### src/rtl/seg_scan_display_if.sv
// Bus between the countdown stage and the 6-digit multiplexed 7-segment scanner.
// The upstream side (master) drives values and state; the scanner (slave) drives digit select and segments.
interface seg_scan_display_if;
    logic [6:0] cnt;
    logic [2:0] cnt_state;
    logic [6:0] score_a;
    logic [6:0] score_b;
    logic [5:0] sel;
    logic [7:0] seg;

    modport master (
        output cnt,
        output cnt_state,
        output score_a,
        output score_b,
        input  sel,
        input  seg
    );

    modport slave (
        input  cnt,
        input  cnt_state,
        input  score_a,
        input  score_b,
        output sel,
        output seg
    );
endinterface

### src/rtl/seg_scan_display.sv
// 6-digit common-anode scanner: score A on digits 5:4, countdown on 3:2, score B on 1:0, blinking the countdown in pause.
// Optional macro LEADING_ZERO_BLANK_EN blanks a tens digit that is zero.
module seg_scan_display #(
    parameter int CLK_FREQ       = 50_000_000,
    parameter int SCAN_HZ        = 1000,
    parameter int BLINK_HALF_CYC = 12_500_000
) (
    input  logic                sclk,
    input  logic                nrst,
    seg_scan_display_if.slave   io_bus
);

    localparam int DIV   = CLK_FREQ / SCAN_HZ;
    localparam int DIV_W = (DIV > 1) ? $clog2(DIV) : 1;
    localparam int BLK_W = (BLINK_HALF_CYC > 1) ? $clog2(BLINK_HALF_CYC) : 1;

    localparam logic [DIV_W-1:0] DIV_LAST = DIV_W'(DIV - 1);
    localparam logic [BLK_W-1:0] BLK_LAST = BLK_W'(BLINK_HALF_CYC - 1);
    localparam logic [2:0]       ST_PAUSE = 3'b010;
    localparam logic [2:0]       IDX_LAST = 3'd5;

    function automatic logic [6:0] sat99(input logic [6:0] v);
        return (v > 7'd99) ? 7'd99 : v;
    endfunction

    function automatic logic [3:0] tens_of(input logic [6:0] v);
        return 4'(v / 7'd10);
    endfunction

    function automatic logic [3:0] units_of(input logic [6:0] v);
        return 4'(v % 7'd10);
    endfunction

    function automatic logic [7:0] seg_code(input logic [3:0] d);
        logic [7:0] c;
        case (d)
            4'd0:    c = 8'hC0;
            4'd1:    c = 8'hF9;
            4'd2:    c = 8'hA4;
            4'd3:    c = 8'hB0;
            4'd4:    c = 8'h99;
            4'd5:    c = 8'h92;
            4'd6:    c = 8'h82;
            4'd7:    c = 8'hF8;
            4'd8:    c = 8'h80;
            4'd9:    c = 8'h90;
            default: c = 8'hFF;
        endcase
        return c;
    endfunction

    logic [DIV_W-1:0] r_div;
    logic [2:0]       r_idx;
    logic [5:0]       r_sel;
    logic [7:0]       r_seg;
    logic [6:0]       r_snap_cnt;
    logic [6:0]       r_snap_a;
    logic [6:0]       r_snap_b;
    logic [2:0]       r_snap_state;
    logic [BLK_W-1:0] r_blink_cnt;
    logic             r_blink_hidden;

    logic             w_tick;
    logic             w_wrap;
    logic             w_pause_entry;
    logic [6:0]       w_pair_val;
    logic             w_digit_ok;
    logic [6:0]       w_sat;
    logic [3:0]       w_tens;
    logic [3:0]       w_units;
    logic             w_blink_blank;
    logic [7:0]       w_seg_nxt;
    logic [5:0]       w_sel_nxt;

    // r_idx is the digit shown on the next tick; the tick showing digit 5 closes the frame.
    assign w_tick        = (r_div == DIV_LAST);
    assign w_wrap        = w_tick && (r_idx == IDX_LAST);
    assign w_pause_entry = w_wrap && (io_bus.cnt_state == ST_PAUSE) && (r_snap_state != ST_PAUSE);

    // Scan divider: free-running 0..DIV-1.
    always_ff @(posedge sclk or negedge nrst) begin
        if (!nrst) begin
            r_div <= '0;
        end else if (w_tick) begin
            r_div <= '0;
        end else begin
            r_div <= r_div + DIV_W'(1);
        end
    end

    // Scan index advances once per tick, 0..5.
    always_ff @(posedge sclk or negedge nrst) begin
        if (!nrst) begin
            r_idx <= 3'd0;
        end else if (w_tick) begin
            r_idx <= (r_idx >= IDX_LAST) ? 3'd0 : r_idx + 3'd1;
        end else begin
            r_idx <= r_idx;
        end
    end

    // Frame snapshot taken at the frame wrap so tens and units always come from one value.
    always_ff @(posedge sclk or negedge nrst) begin
        if (!nrst) begin
            r_snap_cnt   <= 7'd0;
            r_snap_a     <= 7'd0;
            r_snap_b     <= 7'd0;
            r_snap_state <= 3'd0;
        end else if (w_wrap) begin
            r_snap_cnt   <= io_bus.cnt;
            r_snap_a     <= io_bus.score_a;
            r_snap_b     <= io_bus.score_b;
            r_snap_state <= io_bus.cnt_state;
        end else begin
            r_snap_cnt   <= r_snap_cnt;
            r_snap_a     <= r_snap_a;
            r_snap_b     <= r_snap_b;
            r_snap_state <= r_snap_state;
        end
    end

    // Blink phase generator; restarts visible when the snapshot enters pause.
    always_ff @(posedge sclk or negedge nrst) begin
        if (!nrst) begin
            r_blink_cnt    <= '0;
            r_blink_hidden <= 1'b0;
        end else if (w_pause_entry) begin
            r_blink_cnt    <= '0;
            r_blink_hidden <= 1'b0;
        end else if (r_blink_cnt == BLK_LAST) begin
            r_blink_cnt    <= '0;
            r_blink_hidden <= ~r_blink_hidden;
        end else begin
            r_blink_cnt    <= r_blink_cnt + BLK_W'(1);
            r_blink_hidden <= r_blink_hidden;
        end
    end

    // Select the snapshot value belonging to the digit pair being scanned.
    always_comb begin
        w_pair_val = 7'd0;
        w_digit_ok = 1'b1;
        case (r_idx)
            3'd0, 3'd1: w_pair_val = r_snap_b;
            3'd2, 3'd3: w_pair_val = r_snap_cnt;
            3'd4, 3'd5: w_pair_val = r_snap_a;
            default: begin
                w_pair_val = 7'd0;
                w_digit_ok = 1'b0;
            end
        endcase
    end

    // Only an exact 010 snapshot blinks; invalid encodings behave as stop.
    assign w_sat         = sat99(w_pair_val);
    assign w_tens        = tens_of(w_sat);
    assign w_units       = units_of(w_sat);
    assign w_blink_blank = (r_snap_state == ST_PAUSE) && r_blink_hidden &&
                           ((r_idx == 3'd2) || (r_idx == 3'd3));
    assign w_sel_nxt     = w_digit_ok ? ~(6'b00_0001 << r_idx) : 6'h3F;

    // Segment pattern for the digit about to be shown.
    always_comb begin
        w_seg_nxt = 8'hFF;
        if (!w_digit_ok) begin
            w_seg_nxt = 8'hFF;
        end else if (w_blink_blank) begin
            w_seg_nxt = 8'hFF;
`ifdef LEADING_ZERO_BLANK_EN
        end else if (r_idx[0] && (w_tens == 4'd0)) begin
            w_seg_nxt = 8'hFF;
`endif
        end else begin
            w_seg_nxt = seg_code(r_idx[0] ? w_tens : w_units);
        end
    end

    // Registered pins, updated only on a scan tick.
    always_ff @(posedge sclk or negedge nrst) begin
        if (!nrst) begin
            r_sel <= 6'h3F;
            r_seg <= 8'hFF;
        end else if (w_tick) begin
            r_sel <= w_sel_nxt;
            r_seg <= w_seg_nxt;
        end else begin
            r_sel <= r_sel;
            r_seg <= r_seg;
        end
    end

    assign io_bus.sel = r_sel;
    assign io_bus.seg = r_seg;

endmodule

### src/flat_wrapper.sv
// flat-port wrapper written by rule: the top's interface ports become plain ports
module seg_scan_display_flat 
#(
    parameter int CLK_FREQ       = 50_000_000,
    parameter int SCAN_HZ        = 1000,
    parameter int BLINK_HALF_CYC = 12_500_000
)
  (sclk, nrst, io_bus_cnt, io_bus_cnt_state, io_bus_score_a, io_bus_score_b, io_bus_sel, io_bus_seg);
  seg_scan_display_if io_bus_i ();
  input  logic sclk;
  input  logic nrst;
  input wire logic [$bits(io_bus_i.cnt)-1:0] io_bus_cnt;
  input wire logic [$bits(io_bus_i.cnt_state)-1:0] io_bus_cnt_state;
  input wire logic [$bits(io_bus_i.score_a)-1:0] io_bus_score_a;
  input wire logic [$bits(io_bus_i.score_b)-1:0] io_bus_score_b;
  output wire logic [$bits(io_bus_i.sel)-1:0] io_bus_sel;
  output wire logic [$bits(io_bus_i.seg)-1:0] io_bus_seg;
  assign io_bus_i.cnt = io_bus_cnt;
  assign io_bus_i.cnt_state = io_bus_cnt_state;
  assign io_bus_i.score_a = io_bus_score_a;
  assign io_bus_i.score_b = io_bus_score_b;
  assign io_bus_sel = io_bus_i.sel;
  assign io_bus_seg = io_bus_i.seg;
  seg_scan_display #(.CLK_FREQ(CLK_FREQ), .SCAN_HZ(SCAN_HZ), .BLINK_HALF_CYC(BLINK_HALF_CYC)) u_core (.sclk(sclk), .nrst(nrst), .io_bus(io_bus_i));
endmodule
### config.mk
export PLATFORM = sky130hd
export DESIGN_NAME = seg_scan_display_flat
export DESIGN_NICKNAME = d
export VERILOG_FILES = /design/src/rtl/seg_scan_display_if.sv /design/src/rtl/seg_scan_display.sv /design/src/flat_wrapper.sv
export SDC_FILE = /design/constraint.sdc
export NUM_CORES = 1
export LEC_CHECK = 0
export BUFFER_PORTS_ARGS = -buffer_cell sky130_fd_sc_hd__buf_2
export CORE_MARGIN = 2
export CORE_UTILIZATION = 49
export CTS_CLUSTER_DIAMETER = 200
export CTS_CLUSTER_SIZE = 16
export DETAILED_ROUTE_END_ITERATION = 8
export GPL_TIMING_DRIVEN = 0
export PLACE_DENSITY = 0.7
export SETUP_SLACK_MARGIN = 0.15
export SLEW_MARGIN = 10
export SYNTH_ARGS = -nofsm -noshare
export SYNTH_HDL_FRONTEND = slang
export SYNTH_SLANG_ARGS = --single-unit
export TNS_END_PERCENT = 50
### constraint.sdc
create_clock -name sclk -period 5.2 [get_ports sclk]
set_input_delay 0.78 -clock sclk [delete_from_list [all_inputs] [get_ports sclk]]
set_output_delay 0.78 -clock sclk [all_outputs]
set_load 0.005 [all_outputs]
Word-level counts from Yosys, hierarchy flattened. Memory sizes are Yosys's and may differ from the RTL's. Index checks and enable logic that the tools add are counted.

Register bits: 82. ROM bits: 112. Input port bits: 26. Output and inout bits: 14. Word-level logic and storage cells: 56. Memories: 1.

Add/subtract/negate cells: 3. Divide/modulo/power cells: 2. Order comparisons: 2. Equality and inequality tests: 10. Shifts and indexed selects: 1. Multiplexer cells: 13. Bitwise logic cells: 2. Reduce and logical (&&, ||, !) cells: 12.

Memory list: (name not given) (words 16, width 7, rd ports 1, clocked after memory_dff 0, write ports 0, line seg_scan_display.sv:36) `case (d)`.

Operators with widths (count): 24-bit two-way mux (2); 24-bit by 1-bit adder with 24-bit output (second input constant) (1); 24-bit == test (second input constant) (1); 7-bit one-hot mux with 3 select lines (1); 16-bit by 1-bit adder with 16-bit output (second input constant) (1); 16-bit == test (second input constant) (1); 16-bit two-way mux (1); 8-bit two-way mux (2); 3-bit by 2-bit == test with 1-bit output (second input constant) (4); 7-bit by 4-bit divider with 7-bit output (second input constant) (1); 7-bit > comparator (second input constant) (1); 7-bit by 4-bit modulo with 7-bit output (second input constant) (1); 7-bit two-way mux (1); 3-bit == test (second input constant) (2); 6-bit two-way mux (1); 6-bit NOT (1); 2-bit OR reduction (3); 6-bit OR reduction (1); 1-bit by 3-bit left shift with 6-bit output (first input constant) (1); 1-bit logical AND (5); 4-bit two-way mux (1); 3-bit by 1-bit adder with 3-bit output (second input constant) (1); 3-bit by 1-bit == test with 1-bit output (second input constant) (1); 3-bit greater-or-equal comparator (second input constant) (1); 7 further kinds (9).

Depth between registers and ports, before layout. An unclocked memory read counts as a cell.

Word-level depth: 10. Depth in mapped cells: 29. Mapped depth without buffers: 28.

Worst setup path before layout. Ideal clock, no wire load.

Path type: register to register. From: register u_core.r_idx[0]. To: register u_core.r_seg[3], in the netlist u_core.io_bus.seg[3]. Setup time: 0.096 ns. Arrival: 5.357 ns. Data required time: 5.104 ns. Setup slack: -0.253 ns. Cell stages (with the launch flop): 30. Path buffers: 1. Period minus slack after synthesis: 5.453 ns. Path through: dfrtp_1 > clkinv_1 > ha_1 > nor2_4 > or2_1 > buf_6 > nand2_8 > inv_4 > nor2_1 > nor2_1 > ha_1 > nand3_2 > o221ai_1 > ha_1 > inv_1 > a221o_1 > a21oi_1 > a211oi_4 > a31o_2 > a31o_2 > ha_1 > inv_1 > a21oi_1 > a221oi_2 > o31a_4 > inv_2 > ha_1 > nor3b_1 > a2111oi_2 > a211oi_1.

Longest elaborated chain between the ends: 10. Elaborated cells on any way between the ends: 22. Those cells by class: div: 2; order compare: 1; eq/ne: 5; mux: 6; reduce/logical: 7; memory: 1.

Ends and longest elaborated chain: from (decl) (line seg_scan_display.sv:53) `logic [2:0] r_idx;`; from (signal assigned) (line seg_scan_display.sv:96) `r_idx <= (r_idx >= IDX_LAST) ? 3'd0 : r_idx + 3'd1;`; from (signal assigned) (line seg_scan_display.sv:98) `r_idx <= r_idx;`; 3-bit == test (tied with other cells) (line seg_scan_display.sv:143) `case (r_idx)`; 2-bit OR reduction (line seg_scan_display.sv:143); 7-bit one-hot mux with 3 select lines (line seg_scan_display.sv:143); 7-bit > comparator (line seg_scan_display.sv:23) `return (v > 7'd99) ? 7'd99 : v;`; 7-bit two-way mux (line seg_scan_display.sv:23); 7-bit by 4-bit modulo with 7-bit output / 7-bit by 4-bit divider with 7-bit output (equally long branches) (line seg_scan_display.sv:31, seg_scan_display.sv:27); 4-bit two-way mux (line seg_scan_display.sv:174) `w_seg_nxt = seg_code(r_idx[0] ? w_tens : w_units);`; memory read 16 x 7 bit; 8-bit two-way mux (line seg_scan_display.sv:167) `end else if (w_blink_blank) begin`; 8-bit two-way mux (*) (line seg_scan_display.sv:165) `if (!w_digit_ok) begin`; to (signal assigned) (line seg_scan_display.sv:185) `r_seg <= w_seg_nxt;`; to (signal assigned) (line seg_scan_display.sv:188) `r_seg <= r_seg;`; to (decl) (line seg_scan_display.sv:55) `logic [7:0] r_seg;`.

Every way passes the cells marked *; elsewhere a longest branch is shown, timed or not. A chain may end at the register's enable or synchronous reset.

Worst setup path after layout.
From: register u_core.r_idx[0]. To: register u_core.r_seg[1], in the netlist u_core.io_bus.seg[1].

Same word-level chain as after synthesis.

==> impl_metrics.yaml <==
finish:
  postLayoutCoreUtil_pct: 61.1
  nFillCells: 819
  layout-drive-gt1-share_pct: 35.2
  regArea_um2: 2050
  stdcell_count: 704
  fin_nets: 607
  areaGrowthSynthToFinish_pct: 22.4
  multi_input_area_um2: 2860
  diodes: 0
global_routing:
  grt-ovfl-total: 0
  gr-usage-met1_pct: 31.0
  first_global_vias: 3923
  top_usage_layer: "met2"
  antenna_found_initial: 0
  grt_first_pass_wirelength_um: 18800
  grt_max_degree: 51
  use_met3_pct: 3.49
  grt_usage_pct: 22.5
  met2_usage_pct: 35.2
cts:
  cts_buffers: 9
  cts_tree: "done"
  clk_latency_ns: 0.35
  clk_pin_slew_worst_paths_ns: 0.09
  cts-htree-levels: 3
  root_buffer: "clkbuf_8"
  cts.sinks: 81
  cts_hold_buffers: 0
  cts_buffer_depth: 2
yosys:
  synth.avg_cell_area_um2: 10.1
  ys_ff_latch: 81
  synth.cell_area_um2: 4840
  synth_top_family_by_area: "simple AND/OR/NAND/NOR gates"
  synthTopCellsByArea: "dfrtp_1 35%, dfstp_2 7.1%, mux2_2 5.8%"
  synth_top_cell_by_area: "dfrtp_1"
  netlist_instances: 481
  synth-simple-area-share_pct: 20.5
  synth_compound_area_share_pct: 15.1
  netlist.area_leader.share_pct: 35.2
  synth_adder_area_share_pct: 3.88
  synthTopCellsByCount: "69 x nor2_1, 68 x dfrtp_1, 25 x mux2_2"
  synth_mux_area_share_pct: 7.89
  synth_warnings: 0
  synth_edf_count: 0
  synth_cell_types: 80
  synth_ff_type: "dfrtp_1"
  yosysMostFrequentCell: "nor2_1"
  ys_seq_area_share_pct: 42.3
  synthXorXnorAreaFrac_pct: 6.88
  syn_nets: 522
  async_reset_ff_share_pct: 100
timing:
  tns_ns: 0
  min_period_over_period_pct: 94.3
  fmax_mhz: 204
  slew_violations: 0
  fin_skew_ns: 0.0144
  rsz0062_at_grt: "yes"
  hold_viol: 0
  worst_slew_pin_slew_ns: 0.743
  hold_ws_ns: 0.360
  fin_crit_ns: 4.90
  finalSetupViolations: 0
  slew_headroom_pct: 50.2
floorplanning:
  dieWidth_um: 103
  initial_core_util_pct: 49.9
  placementRows: 36
  coreArea_um2: 9680
  die_area_um2: 10700
  io_pins: 40
  fp.dieH_um: 103
worst_setup_path:
  crit_path_frequent_cell: "ha_4"
  cp_max_fo: 7
  worstReg2RegEnd: "u_core.io_bus.seg[1]"
  r2r_setup_slack_ns: 0.30
  critPathKind: "register to register"
  cpPeakStageDelay_ns: 0.48
  path_cells: "ha_4 -> ha_4 -> or2_1 -> buf_6 -> a21oi_4 -> nor2_4 -> ha_4 -> nand3_4 -> o221ai_4 -> ha_4 -> inv_2 -> a221o_1 -> a21oi_2 -> a211oi_4 -> a31o_2 -> a31o_4 -> ha_4 -> o31ai_2 -> a211oi_2 -> o31a_4 -> buf_4 -> ha_2 -> a211oi_1 -> nor3_1"
  slowest_stage: "dfrtp_2"
  worstSetupEndpointType: "register"
  r2r_start: "u_core.r_idx[0]"
  cp.arrival_ns: 5.16
  crit_path_start_kind: "register"
  startpoint: "u_core.r_idx[0]"
  reg2reg_depth: 24
  crit_required_ns: 5.46
power_and_ir_drop:
  internal_power_w: 0.000814
  power_density_nw_per_um2: 178
  p_clk_share_pct: 37.8
  combPwrFrac_pct: 2.4
  netSwitchingFraction_pct: 22.8
  switching_power_w: 0.000241
  p_seq_share_pct: 59.7
  p_leak_nw: 2.64
  ir_drop_mv: 0.127
  power_w: 0.00105
place:
  dp_cells: 653
  place.gp.congestion: 0.926
  dpl.hpwl_um: 7710
  numPortBuffers: 38
routing:
  wire_per_inst_um: 16.1
  drc: 0
  viasPerCell: 5.68
  vias: 4000
  firstDrtPassIters: 4
  drtIter0Drc: 243
  postRouteAntennaNets: 0
  wl_um: 11300
worst_hold_path:
  hp-class: "input pin to asynchronous set/reset pin"
outcome:
  outcome: "finished, final reports clean"
job:
  cap_violations: 0
-- worst max-delay path by stage --
stage / end / slack (ns) / cells after the start
after floorplan: u_core.io_bus.seg[3] / 0.15 / 29
after global placement: u_core.io_bus.seg[4] / -0.47 / 29
after detailed placement: u_core.io_bus.seg[4] / -0.55 / 29
after CTS: u_core.io_bus.seg[3] / 0.16 / 27
after global routing: u_core.io_bus.seg[3] / 0.08 / 27
final: u_core.io_bus.seg[1] / 0.30 / 24
-- cells by family after synthesis --
| family | after synthesis |
|---|---|
| AOI/OAI and AO/OA | 90 |
| xor gates and xnor gates | 38 |
| adders and majority gates | 15 |
| buffers and inverters | 35 |
| DFF | 81 |
| muxes | 34 |
| other | 1 |
| and+or+nand+nor | 187 |
-- critical path: cells and delay by family, from the launching register on --
kind	cells	cell delay (ns)
AOI/OAI and AO/OA	11	2.00
adders and majority gates	6	1.39
buffers and inverters	3	0.34
DFF	1	0.48
and+or+nand+nor	4	0.59
-- routing by layer --
metal | share of wire (%) | wire length (µm)
met5 | 0 | 0
met4 | 3.2 | 361
met3 | 3.9 | 439
met2 | 45 | 5070
met1 | 48 | 5450
-- through the flow --
step	worst slack [ns]	area, µm²
2_1_floorplan	0.151	4890
5_1_grt	0.0842	5920
3_3_place_gp	-0.475	5240
4_1_cts	0.160	5810
3_5_place_dp	-0.548	5270
6_report	0.295	5920
-- sequential cells by signal, summed over array words and instances (netlist names) --
register               count
u_core.r_idx               3
u_core.r_div              16
u_core.r_snap_b            7
u_core.r_snap_a            7
u_core.io_bus.sel          6
u_core.r_blink_hidden      1
u_core.io_bus.seg          7
u_core.r_snap_state        3
u_core.r_blink_cnt        24
u_core.r_snap_cnt          7
-- power groups by stage --
stage               sequential [W]  clock [W]  combinational [W]
floorplan                 0.000642          0         0.00000114
global placement          0.000642          0          0.0000231
detailed placement        0.000642          0          0.0000265
CTS                       0.000630   0.000411          0.0000267
global route              0.000630   0.000440          0.0000293
finish                    0.000630   0.000399          0.0000253
-- area by class of cell --
| class | count | area share, % |
|---|---|---|
| multi-input combinational | 365 | 48.3 |
| sequential | 81 | 34.6 |
| timing repair buffer | 74 | 8.44 |
| tap | 133 | 2.81 |
| clock buffer | 13 | 2.35 |
| buffer | 17 | 1.80 |
| inverter | 18 | 1.40 |
| clock inverter | 3 | 0.317 |
-- layout by cell type (no fill, tap or decap), types with 3 or more instances in the layout --
cell type	netlist	layout
o21a_1	4	3
nor4_1	4	4
o211ai_1	3	3
o21ai_0	10	9
and3_1	12	12
nor2_4	1	4
buf_2	3	38
o32ai_1	3	3
or2_1	4	4
mux2i_1	6	6
a21oi_1	12	9
xnor2_1	21	21
nor3_1	7	6
ha_4	0	8
o21ai_1	3	4
dfrtp_1	68	66
inv_1	15	11
nand4_1	14	14
clkbuf_8	0	9
clkbuf_1	8	12
nor2_1	69	67
buf_6	2	5
or2_2	4	4
nand3_1	21	21
a211oi_2	3	4
inv_2	1	4
o31a_1	3	3
ha_1	15	5
nor2b_1	4	3
xor2_1	17	17
a211oi_1	9	8
a31oi_1	7	7
nand2_1	23	23
mux2_2	25	25
o2111ai_1	4	4
dfstp_2	13	13
a21oi_2	2	4
buf_4	3	37
-- what timing repair did --
action                     in CTS  in global routing
setup endpoints to repair       7                  7
resized for setup              27                 19
pin swaps                      20                 19
setup buffers                  32                  3
Note: power is estimated with default switching activity, not from simulation.
